<file path="config.mk">
export PLATFORM = sky130hd
export DESIGN_NAME = shift32
export DESIGN_NICKNAME = d
export VERILOG_FILES = /design/src/rtl/shift32_pkg.sv /design/src/rtl/shift32_stage.sv /design/src/rtl/shift32.sv
export SDC_FILE = /design/constraint.sdc
export NUM_CORES = 1
export LEC_CHECK = 0
export CAP_MARGIN = 25
export CELL_PAD_IN_SITES_DETAIL_PLACEMENT = 1
export CELL_PAD_IN_SITES_GLOBAL_PLACEMENT = 2
export CORE_UTILIZATION = 33
export DETAILED_ROUTE_END_ITERATION = 6
export PLACE_DENSITY = 0.89
export REMOVE_ABC_BUFFERS = 1
export SLEW_MARGIN = 40
export SYNTH_ARGS = -nofsm -noshare
export SYNTH_HDL_FRONTEND = slang
export SYNTH_SLANG_ARGS = --single-unit
</file>
<file path="constraint.sdc">
create_clock -name CLK -period 1 [get_ports CLK]
set_clock_uncertainty 0.1 [all_clocks]
set_input_delay 0.1 -clock CLK [delete_from_list [all_inputs] [get_ports CLK]]
set_output_delay 0.1 -clock CLK [all_outputs]
set_load 0.05 [all_outputs]
</file>
<file path="src/rtl/shift32_pkg.sv">
// shift32_pkg: shared widths, direction encodings and the bit-reverse helper
// used to run right shifts through the left-shift datapath.
package shift32_pkg;

  localparam int DATA_W  = 32;
  localparam int SHAMT_W = 5;

  localparam logic DIR_LEFT  = 1'b0;
  localparam logic DIR_RIGHT = 1'b1;

  // Mirror a data word end-for-end (bit i <-> bit DATA_W-1-i).
  function automatic logic [DATA_W-1:0] bit_rev(input logic [DATA_W-1:0] x);
    logic [DATA_W-1:0] r;
    r = '0;
    for (int i = 0; i < DATA_W; i++) r[i] = x[DATA_W-1-i];
    return r;
  endfunction

endpackage

</file>
<file path="src/rtl/shift32_stage.sv">
// shift32_stage: one conditional left shift by 2^K. The vacated low bits
// are zero-filled, or filled with the bits shifted out of the top when rot
// is set (rotate). Purely combinational.
module shift32_stage
  import shift32_pkg::*;
#(
  parameter int K = 0
) (
  input  logic [DATA_W-1:0] din,
  input  logic              en,
  input  logic              rot,
  output logic [DATA_W-1:0] dout
);

  localparam int SH = 1 << K;

  logic [SH-1:0] fill;

  assign fill = rot ? din[DATA_W-1 -: SH] : '0;
  assign dout = en ? {din[DATA_W-1-SH:0], fill} : din;

endmodule

</file>
<file path="src/rtl/shift32.sv">
// shift32: 32-bit logarithmic barrel shifter with a single output register.
// Left shifts go straight through five shift32_stage instances (1,2,4,8,16);
// right shifts mirror D on the way in and the result on the way out so the
// same left datapath serves both directions.
// Optional: define SHIFT32_ROTATE_EN to add the ROT input (rotate instead
// of zero fill). Without it every shift zero-fills.
module shift32
  import shift32_pkg::*;
(
  input  logic               CLK,
  input  logic               RST,
  input  logic [DATA_W-1:0]  D,
  input  logic [SHAMT_W-1:0] S,
  input  logic               DIR,
  input  logic               VALID_IN,
`ifdef SHIFT32_ROTATE_EN
  input  logic               ROT,
`endif
  output logic [DATA_W-1:0]  Y,
  output logic               VALID_OUT
);

  logic                           rot_sel;
  logic [SHAMT_W:0][DATA_W-1:0]   chain;
  logic [DATA_W-1:0]              y_nxt;

`ifdef SHIFT32_ROTATE_EN
  assign rot_sel = ROT;
`else
  assign rot_sel = 1'b0;
`endif

  assign chain[0] = (DIR == DIR_RIGHT) ? bit_rev(D) : D;

  // Stage k shifts by 2^k when S[k] is set.
  for (genvar k = 0; k < SHAMT_W; k++) begin : g_stage
    shift32_stage #(.K(k)) u_stage (
      .din  (chain[k]),
      .en   (S[k]),
      .rot  (rot_sel),
      .dout (chain[k+1])
    );
  end

  assign y_nxt = (DIR == DIR_RIGHT) ? bit_rev(chain[SHAMT_W]) : chain[SHAMT_W];

  // Output register: capture on VALID_IN, otherwise hold Y; valid is a
  // one-cycle echo of VALID_IN.
  always_ff @(posedge CLK or negedge RST) begin
    if (!RST) begin
      Y         <= '0;
      VALID_OUT <= 1'b0;
    end else begin
      VALID_OUT <= VALID_IN;
      if (VALID_IN) Y <= y_nxt;
    end
  end

endmodule

</file>
==> impl_metrics.yaml, run 1 <==
timing:
  hold_slack_ns: 0.0907
  min_period_over_period_pct: 216
  tns_ns: -35.67
  slew_headroom_pct: 59.7
  final-hold-violation-count: 0
  drv_slew: 0
  rsz0062_at_grt: "true"
  period_needed_ns: 2.16
  worstMarginPinSlew_ns: 0.598
  fmax_mhz: 463
  worst_slack_ns: -1.16
  setup_viol: 65
power_and_ir_drop:
  power_density_nw_per_um2: 1060
  p_sw_share_pct: 42.1
  power.total_mw: 9.15
  pwr-share-clk_pct: 16.5
  pwr-share-seq_pct: 18.7
  ir_drop_uv: 557
  switchingPower_mw: 3.86
  pwr-share-comb_pct: 64.8
  power_leakage_nw: 3.73
  p_int_mw: 5.30
critical_path:
  critPathMaxStageDelay_ns: 0.51
  crit_path_end_kind: "flop"
  worstPathMaxFanout: 6
  required_ns: 1.07
  path_class: "primary input to flop"
  critPathSlowestCell: "mux4_2"
  worstSetupStartpointType: "primary input"
  arrival_ns: 2.23
  path_cells: "dlygate4sd2_1, buf_4, mux4_2, mux2i_2, a2bb2oi_2, o31ai_4, a32o_1, o22a_1"
die:
  die_h_um: 121
  start_util_pct: 34.5
  dieArea_um2: 14500
  core_um2: 13500
  die_x_um: 121
  ioPinCount: 74
  rows: 42
synth:
  syn_area_per_cell_um2: 8.66
  syn-cell-area_um2: 4640
  postSynth.asyncResetShare_pct: 100
  ys_seq_area_share_pct: 17.8
  synth_cell_types: 55
  yosysWarnings: 0
  netlist_instances: 536
  ys_ff_latch: 33
  synth_edf_count: 0
  yosys_most_used_dff: "dfrtp_1"
final_layout:
  final_cell_area_um2: 8660
  final_util_pct: 64.4
  fill_cells: 1441
  drive_gt1_share_pct: 61.9
  nets: 854
  insertedDiodeCount: 0
  finalNonFillerCells: 990
  syn2layout_area_growth_pct: 86.6
detailed_routing:
  ant_nets: 0
  post_drt_via_cell_ratio: 6.70
  avgRoutedWirePerCell_um: 30.0
  drt_first_pass_iters: 6
  drt_wl_total_um: 29700
  drc: 0
  vias: 6633
  drt_iter0_markers: 571
flow_run:
  maxCapViolCount: 0
cts:
  root_buffer: "clkbuf_16"
  cts_tree: "built"
  clock_sinks: 33
  insertion_delay_ns: 0.28
  cts_buffers: 5
  htreeDepth: 2
  clock_path_buffers: 2
  clk_pin_slew_worst_paths_ns: 0.05
global_route:
  grt.met1_usage_pct: 41.6
  gr-total-overflow: 0
  grtUsageTotal_pct: 38.2
  grt_pass1_vias: 7068
  grt_pass1_wl_um: 41500
  grt_max_degree: 42
  grt.busiest_layer: "met2"
  antenna_found_initial: 1
  grt_use_met2_pct: 68.1
  grt.met3_usage_pct: 6.46
placement:
  portBuffers: 73
  routabilityCongestion: 1.03
  post-dp-hpwl_um: 19100
  pre_cts_slack_ns: -1.76
  dpl-instance-area_um2: 7290
  dpl.cell_count: 944
outcome:
  outcome: "finished with violations"
  violations: "negative setup slack"
min_path:
  min_path_type: "primary input to asynchronous set/reset pin"
## Yosys cell counts (all sizes together), types with 4 or more instances
master / n / area share (%)
a211oi: 8 / 1.3
nand3: 17 / 1.8
a31oi: 12 / 1.6
a211o: 5 / 0.94
o21ai: 19 / 2.0
or3: 5 / 0.67
nor3: 11 / 1.2
a32o: 4 / 0.86
clkbuf: 27 / 2.2
buf: 24 / 3.4
o31ai: 4 / 0.65
o22ai: 8 / 1.1
dfrtp: 33 / 18
a21oi: 16 / 1.7
mux4: 34 / 17
a2111oi: 4 / 0.76
nor2b: 9 / 1.2
inv: 9 / 0.73
nor2: 55 / 4.4
or2: 6 / 0.81
o221ai: 15 / 2.8
a22oi: 4 / 0.65
nand2b: 9 / 1.2
nand2: 59 / 4.8
a221oi: 12 / 2.3
mux2i: 39 / 8.4
and2: 11 / 1.5
mux2: 40 / 10
## worst paths after layout
kind	cells after the start	to	slack (ns)	start
worst max-delay path	8	Y[29]	-1.16	D[12]
worst min-delay path	2	Y[13]	0.09	RST
worst max register to register	5	Y[14]	-0.14	Y[14]
worst min register to register	1	Y[7]	0.46	Y[7]
max in group asynchronous	2	Y[7]	0.53	RST
min in group CLK	4	Y[1]	0.22	DIR
## power groups by stage
stage          sequential (mW)  combinational [mW]  clock, mW
6_report                  1.72                5.93       1.51
5_1_grt                   1.73                6.06       1.54
4_1_cts                   1.71                5.36       1.51
3_5_place_dp              1.74                4.70          0
3_3_place_gp              1.72                4.51          0
2_1_floorplan             2.25                1.36          0
## flip-flops by register name (all words and copies together) (netlist names)
register and count:
Y 32, VALID_OUT 1
## routing by layer
| layer | vias up | wire, um |
|---|---|---|
| li1 | 2648 | - |
| met4 | 0 | 2720 |
| met2 | 466 | 14600 |
| met3 | 211 | 2140 |
| met5 | - | 0 |
| met1 | 3308 | 10200 |
## cell usage in the layout (no fill, tap or decap), types with 12 or more instances in the layout
cell             netlist  final
buf_12                 0     42
buf_2                 11     12
buf_4                  4    202
buf_6                  5     33
clkdlybuf4s15_2        0     13
dfrtp_1               33     33
mux2_2                36     23
mux2_4                 3     17
mux2i_1               39     23
mux4_2                34     34
nand2_1               59     54
nand3_1               17     13
nor2_1                55     54
o21ai_0               19     15
## cell families after synthesis
family	Yosys count	synth area share, %
AOI/OAI and AO/OA	138	21.9
xor gates and xnor gates	1	0.189
buffers and inverters	60	6.28
DFF	33	17.8
muxes	113	34.9
and+or+nand+nor	191	18.9
## final cells by class
type	instances	area, um2	area share, %
multi-input cells	443	4230	48.8
repair buffers	321	3210	37.0
flip-flops and latches	33	826	9.54
well taps	176	220	2.54
clock buffers	6	129	1.49
inverters	9	38.8	0.448
clock inverters	2	10.0	0.116
## critical path, delay by kind of cell
family          cells  cell delay (ns)
compound gates      4             0.76
buf+inv             2             0.61
mux                 2             0.76
## what timing repair did
action,CTS,global route
setup endpoints to repair,66,66
pin swaps,46,18
gates resized for setup,277,43
cloned,2,1
buffers inserted,27,10
hold buffers,0,0
endpoints found under the hold margin,0,0
Power figures use the tool's default switching activity.
==> inputs of run 2 (changes only) <==
CELL_PAD_IN_SITES_GLOBAL_PLACEMENT = 1   (was 2)
CORE_UTILIZATION = 44   (was 33)
CTS_BUF_LIST = sky130_fd_sc_hd__clkbuf_8   (was default)
PLACE_DENSITY = 0.92   (was 0.89)
SYNTH_HIERARCHICAL = 1   (was default)
==> run 2 against run 1 <==
Net effect: die area down 28%; synthesized cell count fell by 21%; the flow still finishes with violations (negative setup slack); setup slack lost 0.20 ns; via count fell by 45%.
==> impl_metrics.yaml, run 2 <==
outcome:
  outcome: "finished with violations"
  violations: "negative setup slack"
synth:
  synth_cell_types: 20
  syn-cell-area_um2: 4400
  yosys_most_used_dff: "dfrtp_1"
  synth_common_cells: "85 x mux2_2, 76 x mux2_4, 33 x dfrtp_1"
  synth_xor_area_share_pct: 0
  synth-simple-area-share_pct: 6.25
  yosysWarnings: 6
  synth_mux_area_share_pct: 54.9
  synthAdderAreaFrac_pct: 0
  ys_ff_latch: 33
  synth_edf_count: 0
  yosysMostFrequentCell: "mux2_2"
  postSynth.asyncResetShare_pct: 100
  netlist_instances: 422
  synth.area.top_cells: "mux2_4 26%, mux2_2 22%, dfrtp_1 19%"
  yosysTopAreaCell: "mux2_4"
  synth_compound_area_share_pct: 7.33
  syn_area_per_cell_um2: 10.4
  ys_seq_area_share_pct: 18.8
  synth_largest_type_area_fraction_pct: 25.9
  synth_top_family_by_area: "multiplexers"
die:
  dieArea_um2: 10400
  die_h_um: 102
  core_um2: 9730
  die_x_um: 102
  rows: 36
  start_util_pct: 45.2
  ioPinCount: 74
placement:
  dpl-instance-area_um2: 5440
  portBuffers: 73
  routabilityCongestion: 0.827
  post-dp-hpwl_um: 9420
final_layout:
  most-common-layout-cells: "155 x mux2_4, 43 x buf_12, 33 x dfrtp_1"
  layout_commonest_cell: "mux2_4"
  syn2layout_area_growth_pct: 38.3
  nets: 552
  fill_cells: 1033
  largest_register_ffs: 32
  reg_top3: "Y (32), VALID_OUT (1)"
  final_util_pct: 62.6
  insertedDiodeCount: 0
  top_register: "Y"
  drive_gt1_share_pct: 49.4
  final_cell_area_um2: 6090
detailed_routing:
  drt_iter0_markers: 123
  drc: 0
  drt_first_pass_iters: 6
  drt_wl_total_um: 14400
  vias: 3655
  ant_nets: 0
  post_drt_via_cell_ratio: 5.67
  avgRoutedWirePerCell_um: 22.3
global_route:
  grt_max_degree: 53
  antenna_found_initial: 0
  grt_pass1_vias: 4002
  grtUsageTotal_pct: 28.8
  grt_pass1_wl_um: 22400
  gr-total-overflow: 0
critical_path:
  path_class: "primary input to flop"
  worstPathMaxFanout: 8
  path_buf_inv: 2
  r2r-start: "Y[31]"
  critPathMaxStageDelay_ns: 0.33
  arrival_ns: 2.45
  path_cells: "buf_12, buf_16, mux2_4, mux2_4, mux2_4, mux2_4, mux2_4, mux2_4, mux2i_1, a21oi_1"
  crit_path_end_kind: "flop"
  crit_top_cell: "mux2_4"
  cp-startpoint: "DIR"
  worstSetupStartpointType: "primary input"
  critical-path-top-delay-family: "multiplexers"
  required_ns: 1.09
  critPathSlowestCell: "mux2_4"
timing:
  hold_slack_ns: 0.0583
  rsz0062_at_grt: "true"
  setup_viol: 65
  slew_headroom_pct: 60.9
  period_needed_ns: 2.36
  worst_slack_ns: -1.36
  final-hold-violation-count: 0
  min_period_over_period_pct: 236
  drv_slew: 0
  fmax_mhz: 424
  worstMarginPinSlew_ns: 0.586
power_and_ir_drop:
  ir_drop_uv: 776
  power_density_nw_per_um2: 1360
  power_leakage_nw: 3.04
flow_run:
  maxCapViolCount: 0
cts:
  cts_buffers: 5
  root_buffer: "clkbuf_8"
  clock_sinks: 33
  hold_buffers: 0
  clock_path_buffers: 2
  clk_pin_slew_worst_paths_ns: 0.09
  insertion_delay_ns: 0.31
  htreeDepth: 2
  cts_tree: "built"
min_path:
  min_path_type: "primary input to asynchronous set/reset pin"
==> run 2: path summary, 6_finish.rpt <==
path,endpoint,depth (start not counted),slack (ns)
worst max-delay path,Y[18],10,-1.36
worst max register to register,Y[31],3,0.05
worst min-delay path,Y[8],2,0.06
min in group CLK,VALID_OUT,2,0.06
max in group asynchronous,Y[30],2,0.54
worst min register to register,Y[6],2,0.49
==> run 2: layout make-up <==
class | instances | area (um2) | share of cell area [%]
clock inverter | 3 | 46.3 | 0.761
clock buffer | 5 | 68.8 | 1.13
timing repair buffer | 112 | 1500 | 24.6
multi-input combinational | 328 | 3370 | 55.3
tap | 133 | 166 | 2.73
sequential | 33 | 826 | 13.6
inverter | 31 | 116 | 1.91
==> run 2: per-layer routing <==
metal / routed length, um / GRT usage (%) / vias up
met1: 5660 / 31.2 / 1845
met5: 0 / 0 / -
li1: - / - / 1660
met2: 7720 / 54.9 / 112
met3: 510 / 4.99 / 38
met4: 525 / 11.5 / 0
==> run 2: per-stage QoR <==
step           std cells  setup slack [ns]  power, mW  TNS, ns
3_3_place_gp         616             -1.73       6.10   -52.63
3_5_place_dp         616             -1.77       6.27   -55.00
2_1_floorplan        392             -1.16       4.22   -37.05
5_1_grt              645             -1.39       8.60   -46.18
6_report             645             -1.36       8.26   -44.17
4_1_cts              640             -1.29       8.07   -42.90
==> run 2: logic make-up after synthesis <==
family                 count (synthesis)
AO/OA/AOI/OAI                         63
buffers and inverters                 69
AND/OR/NAND/NOR                       63
multiplexers                         193
flip-flops                            33
other                                  1
==> run 2: power breakdown <==
part | switching, mW | internal [mW]
Clock | 0.605 | 0.747
Combinational | 2.40 | 2.70
Sequential | 0.252 | 1.55
Total | 3.26 | 5.00
==> run 2: repair_timing <==
action,4_1_cts,5_1_grt
gates resized for setup,117,17
setup endpoints to repair,65,65
setup buffers,12,5
cloned,4,0
hold endpoints to repair,0,0
pin swaps,32,8
==> inputs of run 3 (changes only) <==
REMOVE_ABC_BUFFERS = default   (was 1)
==> run 3 against run 2 <==
Net effect: the flow still finishes with violations (negative setup slack); sequential share of layout area shrank 0.49 points; core utilization grew 2.4 points; clock power is essentially flat; setup slack lost 0.035 ns; largest cell class unchanged; non-clock buffer count grew 19; cell area grew 3.9%; sequential power is essentially flat; first-iteration DRC count shrank 3.3%.
==> impl_metrics.yaml, run 3 (synthesis gave the netlist of run 2 again) <==
outcome:
  outcome: "finished with violations"
  violations: "negative setup slack"
cts:
  insertion_delay_ns: 0.29
  cts_tree: "built"
  cts_buffers: 5
  clk_pin_slew_worst_paths_ns: 0.08
  clock_sinks: 33
  htreeDepth: 2
  hold_buffers: 0
  root_buffer: "clkbuf_8"
  clock_path_buffers: 2
critical_path:
  r2r-start: "Y[6]"
  r2r_cells: 4
  worstPathMaxFanout: 5
  arrival_ns: 2.45
  crit_path_end_kind: "flop"
  required_ns: 1.06
  worst_r2r_endpoint: "Y[6]"
  r2r_slack_ns: -0.08
  path_class: "primary input to flop"
  worstSetupStartpointType: "primary input"
detailed_routing:
  drt_iter0_markers: 119
  drt_wl_total_um: 15100
  drt_first_pass_iters: 4
  avgRoutedWirePerCell_um: 22.7
  ant_nets: 0
  vias: 3760
  post_drt_via_cell_ratio: 5.66
  drc: 0
final_layout:
  drive_gt1_share_pct: 54.0
  syn2layout_area_growth_pct: 43.6
  top_register: "Y"
  final_cell_area_um2: 6320
  most-common-layout-cells: "153 x mux2_4, 43 x buf_12, 41 x buf_4"
  largest_register_ffs: 32
  final_util_pct: 65.0
  layout_commonest_cell: "mux2_4"
  nets: 571
  insertedDiodeCount: 0
  reg_top3: "Y (32), VALID_OUT (1)"
placement:
  routabilityCongestion: 0.864
  dpl-instance-area_um2: 5690
  portBuffers: 73
  post-dp-hpwl_um: 9780
  pre_cts_slack_ns: -1.82
die:
  die_x_um: 102
  core_um2: 9730
  rows: 36
  ioPinCount: 74
  dieArea_um2: 10400
  start_util_pct: 45.2
  die_h_um: 102
global_route:
  antenna_found_initial: 0
  grtUsageTotal_pct: 27.7
  gr-total-overflow: 0
  grt_pass1_wl_um: 21700
  grt_pass1_vias: 4027
  grt_max_degree: 48
timing:
  tns_ns: -44.60
  hold_slack_ns: 0.0734
  worst_slack_ns: -1.39
  min_period_over_period_pct: 239
  final-hold-violation-count: 0
  slew_headroom_pct: 54.1
  worstMarginPinSlew_ns: 0.688
  fmax_mhz: 418
  setup_viol: 65
  rsz0062_at_grt: "true"
  drv_slew: 0
  period_needed_ns: 2.39
flow_run:
  maxCapViolCount: 0
power_and_ir_drop:
  power_density_nw_per_um2: 1370
  power_leakage_nw: 3.12
  ir_drop_uv: 712
min_path:
  min_path_type: "primary input to asynchronous set/reset pin"
## run 3: changes by cell type in the layout (fill, tap and decap cells not counted), moves of 2 or more
cell     delta
a21oi_2     +5
buf_6       +5
a21oi_1     -5
mux2i_4     +5
o21ai_0     -3
mux2i_2     +3
buf_4      +15
mux2i_1     -8
o21ai_2     +2
mux2_4      -2
mux2_2      +2
## run 3: cell type report
type	instances	area [um2]
multi-input cells	328	3460
fillers	1038	3410
repair buffers	131	1640
flip-flops and latches	33	827
well taps	133	166
inverters	31	116
clock buffers	6	82.6
clock inverters	2	33.8
## run 3: per-layer routing
layer | track usage (%) | vias to the layer above | wire, um
met5 | 0 | - | 0
li1 | - | 1701 | -
met1 | 27.0 | 1843 | 5260
met4 | 12.9 | 0 | 742
met3 | 3.15 | 55 | 602
met2 | 57.0 | 161 | 8480
## run 3: worst max-delay path, cell delays in order
cell	delay, ns
buf_16	0.13
buf_6	0.12
mux2_4	0.30
mux2_4	0.29
mux2_4	0.29
mux2_4	0.29
mux2_4	0.29
mux2_4	0.28
mux2i_1	0.23
a21oi_1	0.13
## run 3: worst max-delay path by stage
stage                     cells after the start   from  slack, ns    end
final                                        10    DIR      -1.39   Y[6]
after CTS                                    10    DIR      -1.33  Y[22]
after detailed placement                      9  D[22]      -1.82   Y[1]
after global placement                       10    DIR      -1.75   Y[1]
after global routing                         14    DIR      -1.43  Y[30]
after floorplan                              10    DIR      -1.43   Y[1]
## run 3: per-stage QoR
stage / power, mW / instances
floorplan: 4.72 / 430
global placement: 6.26 / 626
detailed placement: 6.49 / 626
CTS: 8.12 / 652
global route: 8.95 / 664
finish: 8.67 / 664
## run 3: power breakdown
part | switching, mW | internal, mW | leakage, nW | total, mW
sequential | 0.280 | 1.56 | 0.382 | 1.84
clock | 0.548 | 0.803 | 0.0626 | 1.35
combinational | 2.60 | 2.88 | 2.68 | 5.48
total | 3.43 | 5.24 | 3.12 | 8.67
## run 3: what timing repair did
| item | 4_1_cts | 5_1_grt |
|---|---|---|
| gates resized for setup | 78 | 40 |
| gates cloned | 2 | 0 |
| setup endpoints to repair | 65 | 65 |
| buffers inserted | 16 | 12 |
| pin swaps | 21 | 14 |
